$ cat src/rtl/ucsbece154b_icache.sv
// ucsbece154b_icache: 4-way set-associative instruction cache with
// critical-word-first block refill from a cache controller.
// Optional feature macro: ICACHE_EARLY_RESTART_EN -- when defined, the
// critical word is forwarded to the core during fill beat 0.
module ucsbece154b_icache #(
  parameter int NUM_SETS   = 8,
  parameter int BLOCK_SIZE = 4,
  parameter int NUM_WAYS   = 4
) (
  input  logic        clk,
  input  logic        reset_i,
  input  logic        ReadEnable_i,
  input  logic [31:0] Address_i,
  output logic [31:0] Instr_o,
  output logic        Busy_o,
  output logic        ReadRequest_o,
  output logic [31:0] ReadAddress_o,
  input  logic [31:0] Datain_i,
  input  logic        Dataready_i
);

  localparam int OFF_W = $clog2(BLOCK_SIZE);
  localparam int SET_W = $clog2(NUM_SETS);
  localparam int TAG_W = 32 - SET_W - OFF_W - 2;
  localparam logic [OFF_W-1:0] LAST_BEAT = OFF_W'(BLOCK_SIZE - 1);

  typedef enum logic [1:0] {IDLE, REQUEST, WAIT, FILL} state_t;

  state_t           r_state, w_next;
  logic [31:2]      r_addr;
  logic [OFF_W-1:0] r_beat;
  logic             r_valid [NUM_SETS][NUM_WAYS];
  logic [1:0]       r_rr    [NUM_SETS];
  logic [TAG_W-1:0] r_tag   [NUM_SETS][NUM_WAYS];
  logic [31:0]      r_data  [NUM_SETS][NUM_WAYS][BLOCK_SIZE];

  logic [TAG_W-1:0]    w_tag, w_ftag;
  logic [SET_W-1:0]    w_set, w_fset;
  logic [OFF_W-1:0]    w_off, w_crit, w_woff;
  logic                w_match, w_miss, w_we, w_done;
  logic [1:0]          w_hit_way, w_victim;
  logic [NUM_WAYS-1:0] w_fvalid;
  logic                w_unused;

  // Beat 0 carries the critical word; later beats walk the remaining offsets upward.
  function automatic logic [OFF_W-1:0] beat_to_off(input logic [OFF_W-1:0] beat,
                                                   input logic [OFF_W-1:0] crit);
    logic [OFF_W-1:0] prev;
    prev = beat - OFF_W'(1);
    if (beat == '0)       return crit;
    else if (prev < crit) return prev;
    else                  return beat;
  endfunction

  // Lowest-index invalid way, otherwise the set's round-robin pointer.
  function automatic logic [1:0] pick_victim(input logic [NUM_WAYS-1:0] valid,
                                             input logic [1:0] rr);
    logic [1:0] v;
    logic       found;
    v = rr;
    found = 1'b0;
    for (int w = 0; w < NUM_WAYS; w++) begin
      if (!valid[w] && !found) begin
        v = 2'(w);
        found = 1'b1;
      end
    end
    return v;
  endfunction

  assign w_tag    = Address_i[31 -: TAG_W];
  assign w_set    = Address_i[SET_W+OFF_W+1 : OFF_W+2];
  assign w_off    = Address_i[OFF_W+1 : 2];
  assign w_ftag   = r_addr[31 -: TAG_W];
  assign w_fset   = r_addr[SET_W+OFF_W+1 : OFF_W+2];
  assign w_crit   = r_addr[OFF_W+1 : 2];
  assign w_woff   = beat_to_off(r_beat, w_crit);
  assign w_unused = ^Address_i[1:0];

  // Tag lookup across all ways of the indexed set, plus victim selection for the fill set.
  always_comb begin
    w_match   = 1'b0;
    w_hit_way = 2'd0;
    w_fvalid  = '0;
    for (int w = NUM_WAYS - 1; w >= 0; w--) begin
      w_fvalid[w] = r_valid[w_fset][w];
      if (r_valid[w_set][w] && (r_tag[w_set][w] == w_tag)) begin
        w_match   = 1'b1;
        w_hit_way = 2'(w);
      end else begin
        w_match   = w_match;
      end
    end
    w_victim = pick_victim(w_fvalid, r_rr[w_fset]);
  end

  // Next-state logic and array write strobes.
  always_comb begin
    w_next = r_state;
    w_miss = 1'b0;
    w_we   = 1'b0;
    w_done = 1'b0;
    case (r_state)
      IDLE: begin
        if (ReadEnable_i && !w_match) begin
          w_miss = 1'b1;
          w_next = REQUEST;
        end else begin
          w_next = IDLE;
        end
      end
      REQUEST: w_next = WAIT;
      WAIT: begin
        if (Dataready_i) begin
          w_we   = 1'b1;
          w_next = FILL;
        end else begin
          w_next = WAIT;
        end
      end
      FILL: begin
        if (Dataready_i) begin
          w_we = 1'b1;
          if (r_beat == LAST_BEAT) begin
            w_done = 1'b1;
            w_next = IDLE;
          end else begin
            w_next = FILL;
          end
        end else begin
          w_next = FILL;
        end
      end
      default: w_next = IDLE;
    endcase
  end

  // Core- and controller-facing outputs; forced to zero while reset is held.
  always_comb begin
    Busy_o        = 1'b0;
    Instr_o       = 32'd0;
    ReadRequest_o = 1'b0;
    ReadAddress_o = 32'd0;
    if (reset_i) begin
      case (r_state)
        IDLE: begin
          Busy_o  = ReadEnable_i && !w_match;
          Instr_o = (ReadEnable_i && w_match) ? r_data[w_set][w_hit_way][w_off] : 32'd0;
        end
        REQUEST: begin
          Busy_o        = 1'b1;
          ReadRequest_o = 1'b1;
          ReadAddress_o = {r_addr, 2'b00};
        end
        WAIT: begin
`ifdef ICACHE_EARLY_RESTART_EN
          Busy_o  = !Dataready_i;
          Instr_o = Dataready_i ? Datain_i : 32'd0;
`else
          Busy_o  = 1'b1;
`endif
        end
        FILL:    Busy_o = 1'b1;
        default: Busy_o = 1'b0;
      endcase
    end else begin
      Busy_o = 1'b0;
    end
  end

  // Control state: FSM, latched miss address, beat counter, valid bits and round-robin pointers.
  always_ff @(posedge clk or negedge reset_i) begin
    if (!reset_i) begin
      r_state <= IDLE;
      r_addr  <= '0;
      r_beat  <= '0;
      for (int s = 0; s < NUM_SETS; s++) begin
        r_rr[s] <= 2'd0;
        for (int w = 0; w < NUM_WAYS; w++) r_valid[s][w] <= 1'b0;
      end
    end else begin
      r_state <= w_next;
      if (w_miss) r_addr <= Address_i[31:2];
      if (w_we)   r_beat <= r_beat + OFF_W'(1);
      if (w_done) begin
        r_valid[w_fset][w_victim] <= 1'b1;
        r_rr[w_fset]              <= r_rr[w_fset] + 2'd1;
      end
    end
  end

  // Tag and data arrays carry no reset; validity alone decides whether they are used.
  always_ff @(posedge clk) begin
    if (w_we)   r_data[w_fset][w_victim][w_woff] <= Datain_i;
    if (w_done) r_tag[w_fset][w_victim]          <= w_ftag;
  end

endmodule

$ cat config.mk
export PLATFORM = sky130hd
export DESIGN_NAME = ucsbece154b_icache
export DESIGN_NICKNAME = d
export VERILOG_FILES = /design/src/rtl/ucsbece154b_icache.sv
export SDC_FILE = /design/constraint.sdc
export NUM_CORES = 2
export LEC_CHECK = 0
export BUFFER_PORTS_ARGS = -buffer_cell sky130_fd_sc_hd__buf_2
export CELL_PAD_IN_SITES_DETAIL_PLACEMENT = 0
export CELL_PAD_IN_SITES_GLOBAL_PLACEMENT = 1
export CORE_MARGIN = 2
export CORE_UTILIZATION = 40
export CTS_CLUSTER_DIAMETER = 40
export DETAILED_ROUTE_END_ITERATION = 10
export PLACE_DENSITY = 0.57
export SETUP_SLACK_MARGIN = 0.15
export SLEW_MARGIN = 10
export SYNTH_ARGS = -nofsm -noshare
export SYNTH_HDL_FRONTEND = slang
export SYNTH_MEMORY_MAX_BITS = 65536
export SYNTH_SLANG_ARGS = --single-unit
export TNS_END_PERCENT = 20
$ cat constraint.sdc
create_clock -name clk -period 6.9 [get_ports clk]
set_input_delay 0 -clock clk [delete_from_list [all_inputs] [get_ports clk]]
set_output_delay 0 -clock clk [all_outputs]
set_load 0.05 [all_outputs]
Yosys cells after proc, flatten, opt, wreduce, memory -nomap -nowiden
Memory sizes are Yosys's and may differ from the RTL's.
Index checks and enable logic that the tools add are counted.
Widths: inputs -> output; s select.
- register bits after elaboration: 82
- RAM bits: 4896
- bits of input ports: 68
- output and inout port bits: 66
- word-level logic and storage cells: 165
- memories: 2
- add/sub/neg operators: 3
- $lt $le $gt $ge: 10
- equality and inequality tests: 8
- mux-type cells: 70
- bitwise gates (word level): 7
- reduce and logical (&&, ||, !) cells: 22
- memory list (memory ; depth ; width ; rd ports ; clocked after Yosys merged registers in ; write ports ; RTL line ; source):
    r_data ; 8 ; 512 ; 1 ; 0 ; 1 ; 35 ; logic [31:0] r_data [NUM_SETS][NUM_WAYS][BLOCK_SIZE];
    r_tag ; 8 ; 100 ; 1 ; 0 ; 1 ; 34 ; logic [TAG_W-1:0] r_tag [NUM_SETS][NUM_WAYS];
- operators with widths (kind ; count):
    $mux 512 ; 1
    $mux 128 ; 3
    $bmux 128 s2 ; 1
    $demux 128 s2 ; 1
    $mux 32 ; 8
    $eq 25x25->1 ; 4
    $mux 100 ; 1
    $bmux 32 s2 ; 1
    $demux 32 s2 ; 1
    $demux 25 s2 ; 1
    $or 32x32->32 ; 1
    $mux 2 ; 15
    $mux 25 ; 1
    $bmux 4 s3 ; 2
    $mux 1 ; 22
    $mux 4 ; 5
    $bwmux 16 ; 1
    $demux 4 s3 ; 1
    $ge 3x3->1 const B ; 4
    $logic_and 1x1->1 ; 12
    $not 2->3 ; 4
    $ge 4x4->1 const B ; 2
    $not 3->4 ; 2
    $pmux 2 s4 ; 1
    other kinds (15) ; 25

Longest topological paths before layout
- word-level depth: 21
- mapped depth: 23
- mapped depth without buffers: 13

Worst setup path before layout
OpenSTA, ideal clock, no wires.
- path kind: register to output
- start point: mem r_tag[3][13] in the netlist's numbering
- end point: out Instr_o[21]
- arrival: 4567 ps
- data required time: 6900 ps
- path slack: 2333 ps
- cell stages (with the launch flop): 16
- buffers on the path: 3
- cell sequence: edfxtp_1 mux4_1 mux2i_1 xor2_1 nand3_1 or4_1 nor3_1 a41oi_1 nor2_4 buf_4 buf_2 buf_4 nand2_1 a21oi_1 o21ai_0 a311oi_1
- longest elaborated chain between the ends: 17
- elaborated cells on any way between the ends: 22
- those cells by class: eq/ne: 1; mux: 17; bitwise: 1; reduce/logical: 2; memory: 1
- RTL lines (what ; RTL line ; source):
    start: declaration ; 34 ;
    $mem_v2 8x100 (*) ; n/a ;
    $eq 25x25->1 (*) ; 87 ; if (r_valid[w_set][w] && (r_tag[w_set][w] == w_tag)) begin
    $logic_and 1x1->1 (*) ; 87 ;
    $mux 2 (4 in a row) ; 87 ;
    $not 2->3 (implied by the code) ; 148 ; Instr_o = (ReadEnable_i && w_match) ? r_data[w_set][w_hit_way][w_off] : 32'd0;
    $bmux 128 s2 ; 148 ;
    $mux 128 (implied by the code) (2 in a row) ; 148 ;
    $bmux 32 s2 ; 148 ;
    $mux 32 (implied by the code) (2 in a row) ; 148 ;
    $mux 32 (*) ; 148 ;
    $mux 32 (*) ; 145 ; case (r_state)
    $mux 32 (*) ; 144 ; if (reset_i) begin
    end: declaration ; 14 ; output logic [31:0] Instr_o,
Mark *: on every way between the ends. The rest lies on a longest branch, timed or not. The select of a mux whose other input is x is not followed.

Final worst setup path
- start point: mem r_tag[7][31] in the netlist's numbering
- end point: out Instr_o[20]
- longest elaborated chain between the ends: 16
- elaborated cells on any way between the ends: 20
- those cells by class: eq/ne: 1; mux: 15; bitwise: 1; reduce/logical: 2; memory: 1
- RTL lines (what ; RTL line):
    $mem_v2 8x100 (*) ; n/a
    $eq 25x25->1 (*) ; 87
    $logic_and 1x1->1 (*) ; 87
    $mux 2 (3 in a row) ; 87
    $not 2->3 (implied by the code) ; 148
    $bmux 128 s2 ; 148
    $mux 128 (implied by the code) (2 in a row) ; 148
    $bmux 32 s2 ; 148
    $mux 32 (implied by the code) (2 in a row) ; 148
    $mux 32 (*) ; 148
    $mux 32 (*) ; 145
    $mux 32 (*) ; 144
Marked as above.

==> results.cfg <==
[synth]
yosys.cell_types.count = 82
netlist_area_um2 = 193000
synth_area_leaders = edfxtp_1 (76%), mux4_2 (14%), mux2i_1 (1.8%)
ys_warn_count = 0
ys_ff_latch = 4978
ys_async_sr_fraction = 0.0165
synth_top_area_frac = 0.764
synth_flop_cell = edfxtp_1
syn_area_per_cell_um2 = 21.4
seq_area_frac_synth = 0.774
yosys.area.top_type = edfxtp_1
syn_inst = 8988
synth_edf_count = 4896

[grt]
grtUsageTotal = 0.235
grt_max_degree = 131
grt_antenna_before_repair = 46
grt_pass1_wl_um = 798000
grt_pass1_vias = 98000
overflow = 0

[sta]
setup_viol = 0
worst_pin_slew_ps = 1330
drv_slew = 0
fin_skew_ps = 77.5
rsz0062_at_grt = true
slew-limit-headroom = 0.116
finalSetupTns_ps = 0
hold_viol_final = 0
min_period_ps = 6780
finalCritPeriodShare = 0.983
fmax_ghz = 0.148

[run]
max_cap_viol_count = 0

[routing]
ant_nets = 1
drc = 0
vias = 97400
routedWlPerCell_um = 34.4
wl_um = 582000
drtIter0Drc = 11600
firstDrtPassIters = 8
viasPerCell = 5.76

[min_path]
min_to = r_data[5][8]
worstHoldPathCells = 2
hp-start = Datain_i[8]
hold_class = input port to flip-flop

[floorplan]
die_w_um = 698
core_um2 = 479000
fp-row-count = 254
start_util = 0.402
die_y_um = 698
dieArea_um2 = 487000
ioPinCount = 134

[clock_tree]
cts_sinks = 4978
cts_tree = yes
cts_buffer_depth = 4
clk_pin_slew_ps = 60
clk_latency_ps = 1110
htree_levels = 6
cts_buffers = 650
clock_tree.root_cell = clkbuf_16

[power_and_ir_drop]
p_leak_nw = 73.8
p_per_area_nw_per_um2 = 330
peakVddDrop_mv = 0.281

[critical_path]
rr_endpoint = r_data[3][483]
slowest_delay_ps = 590
cp_slowest_cell = a211oi_4
path_cells = mux4_2, mux2i_1, xor2_1, nand4_1, nor4_1, nand4_1, a211oi_4, buf_6, nor2_2, buf_4, a22oi_1, nand4_1, and3_4, o311ai_2, buf_4, buf_12
worst_path_most_repeated_cell = nand4_1
crit_family = simple AND/OR/NAND/NOR gates
r2r_start = r_addr[6]
worst_ep_required_time_ps = 6900
startpoint_type = flip-flop
ff2ff_path_depth = 13
cp.arrival_ps = 6780
path_max_fanout = 12
end_kind = output pin
rrSetupSlack_ps = 1440
worstSetupPathType = flip-flop to output pin
cp_num_buf_inv = 4

[finish]
fill_cells = 39200
syn_to_final_growth_pct = 19.5
seqCellArea_um2 = 149000
nets = 10000
layout-drive-gt1-share = 0.318
multiInputGateArea_um2 = 42600
finalInstanceArea_um2 = 230000

[run_status]
failed_checks = antenna rules
status = complete, but fails checks

[placement]
io_buffers = 129
detailed_place_hpwl_um = 344000
place_area_um2 = 206000
gp_congestion = 0.863
==> cell type report <==
class                      count  area share
antenna                       23    0.000250
multi-input combinational   3517       0.185
inverter                       9    0.000147
timing repair buffer         795      0.0336
tap                         6400      0.0348
sequential                  4978       0.648
clock buffer                 716      0.0727
clock inverter               479      0.0257
==> cells in the mapped netlist, types with 23 or more instances <==
cell	instances
buf_4	44
and3_1	23
nand2_1	755
or2_2	35
clkbuf_1	229
xor2_1	27
mux2_2	57
nor4_1	28
buf_1	53
nor2_1	201
dfrtp_1	82
buf_2	122
and2_1	37
a31oi_1	36
o21ai_0	62
o22ai_1	58
mux4_2	1198
edfxtp_1	4896
nor3_1	25
a21oi_1	205
a22o_1	45
nand3_1	74
mux2i_1	351
a22oi_1	39
nand4_1	52
buf_6	30
xnor2_1	56
==> layer usage <==
layer,vias to the layer above,global-route usage,share of wire
met5,-,0,0.000095
met4,8,0.0817,0.038
met3,850,0.0378,0.072
met2,3967,0.374,0.47
met1,53200,0.330,0.42
li1,39400,-,-
==> worst max-delay path by stage <==
stage / end / startpoint / cells after the start / slack (ps)
floorplan: Instr_o[21] / r_tag[3][13] / 15 / 2330
global placement: Instr_o[28] / Address_i[6] / 21 / -630
detailed placement: Instr_o[28] / Address_i[6] / 21 / -110
CTS: Instr_o[7] / r_tag[7][60] / 19 / 30
global route: Instr_o[5] / r_tag[7][60] / 17 / 40
finish: Instr_o[20] / r_tag[7][31] / 16 / 120
==> power by group <==
group	switching, W	total (W)	internal, W	leakage (nW)
combinational	0.00424	0.00596	0.00172	17.7
clock	0.0137	0.0348	0.0211	10.8
sequential	0.000415	0.0351	0.0347	45.2
==> kinds of logic after synthesis <==
family | synth area share
flops | 0.774
other cells | 0.0000195
fa+ha+maj | 0.000195
xor+xnor | 0.00378
simple gates | 0.0299
mux | 0.162
compound gates | 0.0165
buf+inv | 0.0130
==> per-stage QoR <==
stage                      util  cells  power (W)  worst slack [ps]  hold WS [ps]
final                     0.481  16900     0.0759               120          62.3
after global routing      0.480  16900     0.0780              38.7          46.0
after CTS                 0.480  16900     0.0764              27.2          8.83
after detailed placement  0.430  15600     0.0416              -112          22.7
after global placement    0.430  15600     0.0415              -628          14.5
after floorplan               -   8989     0.0382              2330          -296
==> state kept, by name (all words and copies together) (netlist names) <==
name / count
r_data: 4096
r_tag: 800
r_state: 2
r_beat: 2
r_rr: 16
r_addr: 30
r_valid: 32
==> timing repair <==
action	in CTS	in global routing
resized for setup	68	30
gates cloned	4	0
hold endpoints to repair	2611	0
hold buffers	95	0
pin swaps	7	11
setup endpoints to repair	32	31
setup buffers	8	0
==> cells in the final DEF (no fill, tap or decap), types with 57 or more instances in the layout <==
master         netlist  routed
nand2_1            755     747
clkinv_2             0      79
clkinvlp_4           0      68
a21oi_1            205     194
mux2i_1            351     329
buf_12               4     115
buf_2              122      67
mux4_2            1198    1198
nor2_4               5     137
o21ai_0             62      61
bufinv_16            0      88
edfxtp_1          4896    4896
mux2_2              57      57
dlygate4sd3_1        0      91
buf_4               44     491
clkbuf_16            0     659
nand3_1             74      69
inv_6                0      67
clkinv_1             0      74
dfrtp_1             82      79
(Power assumes the default switching activity.)
